[config.mk]
export PLATFORM = sky130hd
export DESIGN_NAME = sipo_frame_receiver
export DESIGN_NICKNAME = d
export VERILOG_FILES = /design/src/rtl/sipo_frame_receiver.sv
export SDC_FILE = /design/constraint.sdc
export NUM_CORES = 1
export LEC_CHECK = 0
export ABC_AREA = 1
export CAP_MARGIN = 5
export CORE_AREA = 2 2 39 41
export CTS_BUF_LIST = sky130_fd_sc_hd__clkbuf_8 sky130_fd_sc_hd__clkbuf_16
export DETAILED_ROUTE_END_ITERATION = 7
export DIE_AREA = 0 0 41 43
export PLACE_DENSITY = 0.79
export SYNTH_ARGS = -nofsm -noshare
export SYNTH_HDL_FRONTEND = slang
export SYNTH_SLANG_ARGS = --single-unit
[constraint.sdc]
create_clock -name clk -period 2.8 [get_ports clk]
set_clock_uncertainty 0.2 [all_clocks]
set_input_delay 0.28 -clock clk [delete_from_list [all_inputs] [get_ports clk]]
set_output_delay 0.28 -clock clk [all_outputs]
set_load 0.01 [all_outputs]
[src/rtl/sipo_frame_receiver.sv]
// Serial-in parallel-out receiver: assembles WIDTH serial bits into a word and
// hands it to a valid/ready consumer, flagging words dropped under backpressure.
module sipo_frame_receiver #(
    parameter int WIDTH     = 4,
    parameter bit LSB_FIRST = 1'b1
) (
    input  logic                     clk,
    input  logic                     rst,
    input  logic                     s_in,
    input  logic                     s_valid,
    input  logic                     frame_sync,
    input  logic                     p_ready,
    input  logic                     ovr_clr,
    output logic [WIDTH-1:0]         p_data,
    output logic                     p_valid,
    output logic                     busy,
    output logic [$clog2(WIDTH)-1:0] bit_cnt,
    output logic                     overrun
);

    localparam int            CW    = $clog2(WIDTH);
    localparam logic [CW-1:0] LAST  = CW'(WIDTH - 1);
    localparam logic [0:0]    IDLE  = 1'b0;
    localparam logic [0:0]    RECV  = 1'b1;

    logic [0:0]       state_q,   state_d;
    logic [CW-1:0]    bit_cnt_q, bit_cnt_d;
    logic [WIDTH-1:0] sh_q,      sh_d;
    logic [WIDTH-1:0] p_data_q,  p_data_d;
    logic             p_valid_q, p_valid_d;
    logic             overrun_q, overrun_d;

    logic [WIDTH-1:0] sh_shift;
    logic [WIDTH-1:0] sh_fresh;
    logic             word_done;
    logic             xfer;

    // sh_shift: register shifted with the incoming bit; sh_fresh: a new word
    // whose only content is the incoming bit (used when frame_sync realigns).
    genvar gi;
    generate
        for (gi = 0; gi < WIDTH; gi++) begin : g_bit
            if (LSB_FIRST) begin : g_lsb
                if (gi == WIDTH - 1) begin : g_entry
                    assign sh_shift[gi] = s_in;
                    assign sh_fresh[gi] = s_in;
                end else begin : g_body
                    assign sh_shift[gi] = sh_q[gi+1];
                    assign sh_fresh[gi] = 1'b0;
                end
            end else begin : g_msb
                if (gi == 0) begin : g_entry
                    assign sh_shift[gi] = s_in;
                    assign sh_fresh[gi] = s_in;
                end else begin : g_body
                    assign sh_shift[gi] = sh_q[gi-1];
                    assign sh_fresh[gi] = 1'b0;
                end
            end
        end
    endgenerate

    assign xfer      = p_valid_q & p_ready;
    assign word_done = s_valid & ~frame_sync & (bit_cnt_q == LAST);

    always_comb begin
        state_d   = state_q;
        bit_cnt_d = bit_cnt_q;
        sh_d      = sh_q;
        if (frame_sync) begin
            if (s_valid) begin
                sh_d      = sh_fresh;
                bit_cnt_d = CW'(1);
                state_d   = RECV;
            end else begin
                sh_d      = '0;
                bit_cnt_d = '0;
                state_d   = IDLE;
            end
        end else if (s_valid) begin
            sh_d = sh_shift;
            if (word_done) begin
                bit_cnt_d = '0;
                state_d   = IDLE;
            end else begin
                bit_cnt_d = bit_cnt_q + CW'(1);
                state_d   = RECV;
            end
        end
    end

    // A finished word is accepted if the output slot is empty or being drained
    // this same cycle; otherwise it is dropped and overrun latches.
    always_comb begin
        p_data_d  = p_data_q;
        p_valid_d = p_valid_q;
        if (word_done && (!p_valid_q || p_ready)) begin
            p_data_d  = sh_shift;
            p_valid_d = 1'b1;
        end else if (xfer) begin
            p_valid_d = 1'b0;
        end
        overrun_d = (word_done & p_valid_q & ~p_ready) | (overrun_q & ~ovr_clr);
    end

    always_ff @(posedge clk) begin
        if (rst) begin
            state_q   <= IDLE;
            bit_cnt_q <= '0;
            sh_q      <= '0;
            p_data_q  <= '0;
            p_valid_q <= 1'b0;
            overrun_q <= 1'b0;
        end else begin
            state_q   <= state_d;
            bit_cnt_q <= bit_cnt_d;
            sh_q      <= sh_d;
            p_data_q  <= p_data_d;
            p_valid_q <= p_valid_d;
            overrun_q <= overrun_d;
        end
    end

    assign p_data  = p_data_q;
    assign p_valid = p_valid_q;
    assign busy    = (state_q == RECV);
    assign bit_cnt = bit_cnt_q;
    assign overrun = overrun_q;

endmodule

==> results by group <==
Routing
  – Vias per cell: about 4.6
  – Routed WL: approximately 910 µm
  – DRT Pass-1 Iters: 4
  – DR WL/cell: 8.912 µm
  – Remaining DRCs: 0
  – Post-DRT Antenna Nets: 0
  – Via count: around 470
  – Initial DRC Count: 11

CTS
  – CTS Buf Count: 3
  – Worst-path clk slew: approximately 50 ps
  – CTS resizes: 0
  – CTS H-tree depth: 1
  – Post-CTS setup buffers: 0
  – # hold bufs at CTS: 0
  – Clk buf depth: 2
  – CTS tree: built
  – CTS Root Buffer Type: clkbuf_8
  – Num Clock Sinks: 12
  – Worst-Skew Late Latency: 240 ps

Flow run
  – Max_cap viols: 0

Critical path
  – CP Cell Sequence: clkdlybuf4s50_1
  – Worst Setup End Kind: primary output
  – Buf/Inv on CP: 1
  – Slowest stage cell, crit path: clkdlybuf4s50_1
  – CP startpoint kind: flip-flop
  – Crit Path Class: flip-flop to primary output
  – Worst-path maximum fanout: 3
  – CP delay by family, top: buffers and inverters
  – Worst EP required: around 2300 ps
  – Critical Path AT: about 1200 ps
  – Max stage delay on crit path: ~550 ps

Pwr
  – Power Total: roughly 360 µW
  – VDD IR max: between 300 and 400 µV
  – Clock network power share: 0.420
  – Flop pwr share: 0.492
  – Comb power frac: 0.088
  – Sw Ratio: 0.2078
  – Leak: around 0.28 nW
  – Power Internal: approximately 290 µW
  – Switching power: 74.85 µW
  – Power per cell area: between 500 and 600 nW/µm²

GRT
  – Largest net degree at the start of global routing: 9
  – First-pass GRT wire length: 1559 µm
  – Tot GR Track Use: 0.1352
  – Initial antenna violation count: 0
  – Vias in the first global route: between 300 and 400
  – Congestion Overflow GR: 0

Placement
  – Area after DPL: approximately 670 µm²
  – Placed cells: 99
  – Dpl hpwl: between 600 and 700 µm
  – GP Congestion: 0.7870
  – Pre-CTS setup slack: 1202 ps
  – Port bufs: 15

Logic synthesis
  – Synth Instances: just under 70
  – Yosys reg bits: 12
  – Post-synthesis sequential area ratio: 0.4752
  – Yosys warning total: 0
  – Post-Syn Area: roughly 510 µm²
  – Synth cell types: 12
  – Syn Nets: between 70 and 80
  – Syn Area/Cell: between 7 and 8 µm²

Cells and area
  – Synth-to-Final Area Change: 40.84%
  – Most frequent cells in the layout: nand2_1 (17), clkdlybuf4s50_1 (15), nor2_1 (13), dfxtp_1 (12), inv_1 (8)
  – Antenna fix cells: 0
  – Nets: 96
  – Post-Layout Inst Area: about 710 µm²
  – Final core occ: 0.5145
  – Most common cell after layout, fill and taps aside: nand2_1
  – Layout cells sized above 1: 0.09302
  – Non-Filler Instances: 102

STA
  – RSZ-0062 raised after global routing: no
  – Setup ws final: ~1200 ps
  – Hold Slack: between 200 and 300 ps
  – Final number of max-transition violations: 0
  – Worst-Margin Slew: roughly 320 ps
  – Min cycle time layout: between 1500 and 2000 ps
  – Max Clk Rate: 0.6136 GHz
  – Setup violators final: 0
  – Relative slew slack: 0.7826
  – Crit share post-route: 0.5820
  – Final Hold Vio Count: 0
  – Setup total negative slack: 0 ps

Floorplan
  – Initial Utilization: 0.3653
  – Core box area: between 1000 and 1500 µm²
  – Die area: between 1500 and 2000 µm²
  – Top-level port count: 16
  – Row cnt: 14
  – Die Wd: slightly above 40 µm
  – Die H: 43 µm

Worst hold path
  – HP Class: flip-flop to flip-flop

Status
  – Outcome: finished, final reports clean
## registers in the layout, indices dropped and copies added, names as in the netlist
name,count
sh_q,3
bit_cnt,2
p_data,4
overrun,1
busy,1
p_valid,1
## cell type report
type | count | area, µm²
flip-flops and latches | 12 | 240.2
fillers | 143 | 671.9
multi-input cells | 46 | 222.7
well taps | 16 | 20.02
clock buffers | 3 | 41.29
inverters | 10 | 37.54
repair buffers | 15 | 150.1
## final timing paths
check / end / slack, ps / start / depth (start not counted)
setup / recovery: bit_cnt[1] / 1170 / bit_cnt[1]$_SDFFE_PP0P_ / 1
hold / removal: sh_q[1]$_SDFFE_PP0P_ / 270 / sh_q[1]$_SDFFE_PP0P_ / 2
setup reg to reg: p_data[3]$_SDFFE_PP0P_ / 1450 / bit_cnt[1]$_SDFFE_PP0P_ / 5
hold reg to reg: sh_q[1]$_SDFFE_PP0P_ / 270 / sh_q[1]$_SDFFE_PP0P_ / 2
## cell usage after synthesis (all sizes together)
master  number  share of area
a21oi        7          0.069
clkbuf       1         0.0099
dfxtp       12           0.48
ha           1          0.025
inv         10          0.074
nand2       17           0.13
nand3        1          0.020
nand4        4          0.049
nor2        15           0.14
o21ai        1         0.0099
## power by group through the flow
stage	logic, mW	clock network, mW	registers [mW]
3_5_place_dp	0.0316	0	0.180
2_1_floorplan	0.0136	0	0.181
5_1_grt	0.0350	0.163	0.177
4_1_cts	0.0320	0.155	0.177
3_3_place_gp	0.0314	0	0.180
6_report	0.0318	0.151	0.177
## per-layer routing
| metal | vias up | track usage | share of wire |
|---|---|---|---|
| met4 | 0 | 0.1000 | 0.037 |
| met1 | 202 | 0.1667 | 0.46 |
| met3 | 5 | 0.04712 | 0.063 |
| met5 | - | 0 | 0 |
| met2 | 14 | 0.1844 | 0.44 |
| li1 | 252 | - | - |
## cells by family after synthesis
family	share of synthesized area
AOI/OAI and AO/OA	0.07919
adders and majority gates	0.02475
buffers and inverters	0.08416
DFF	0.4752
and+or+nand+nor	0.3366
(Power assumes the default switching activity.)
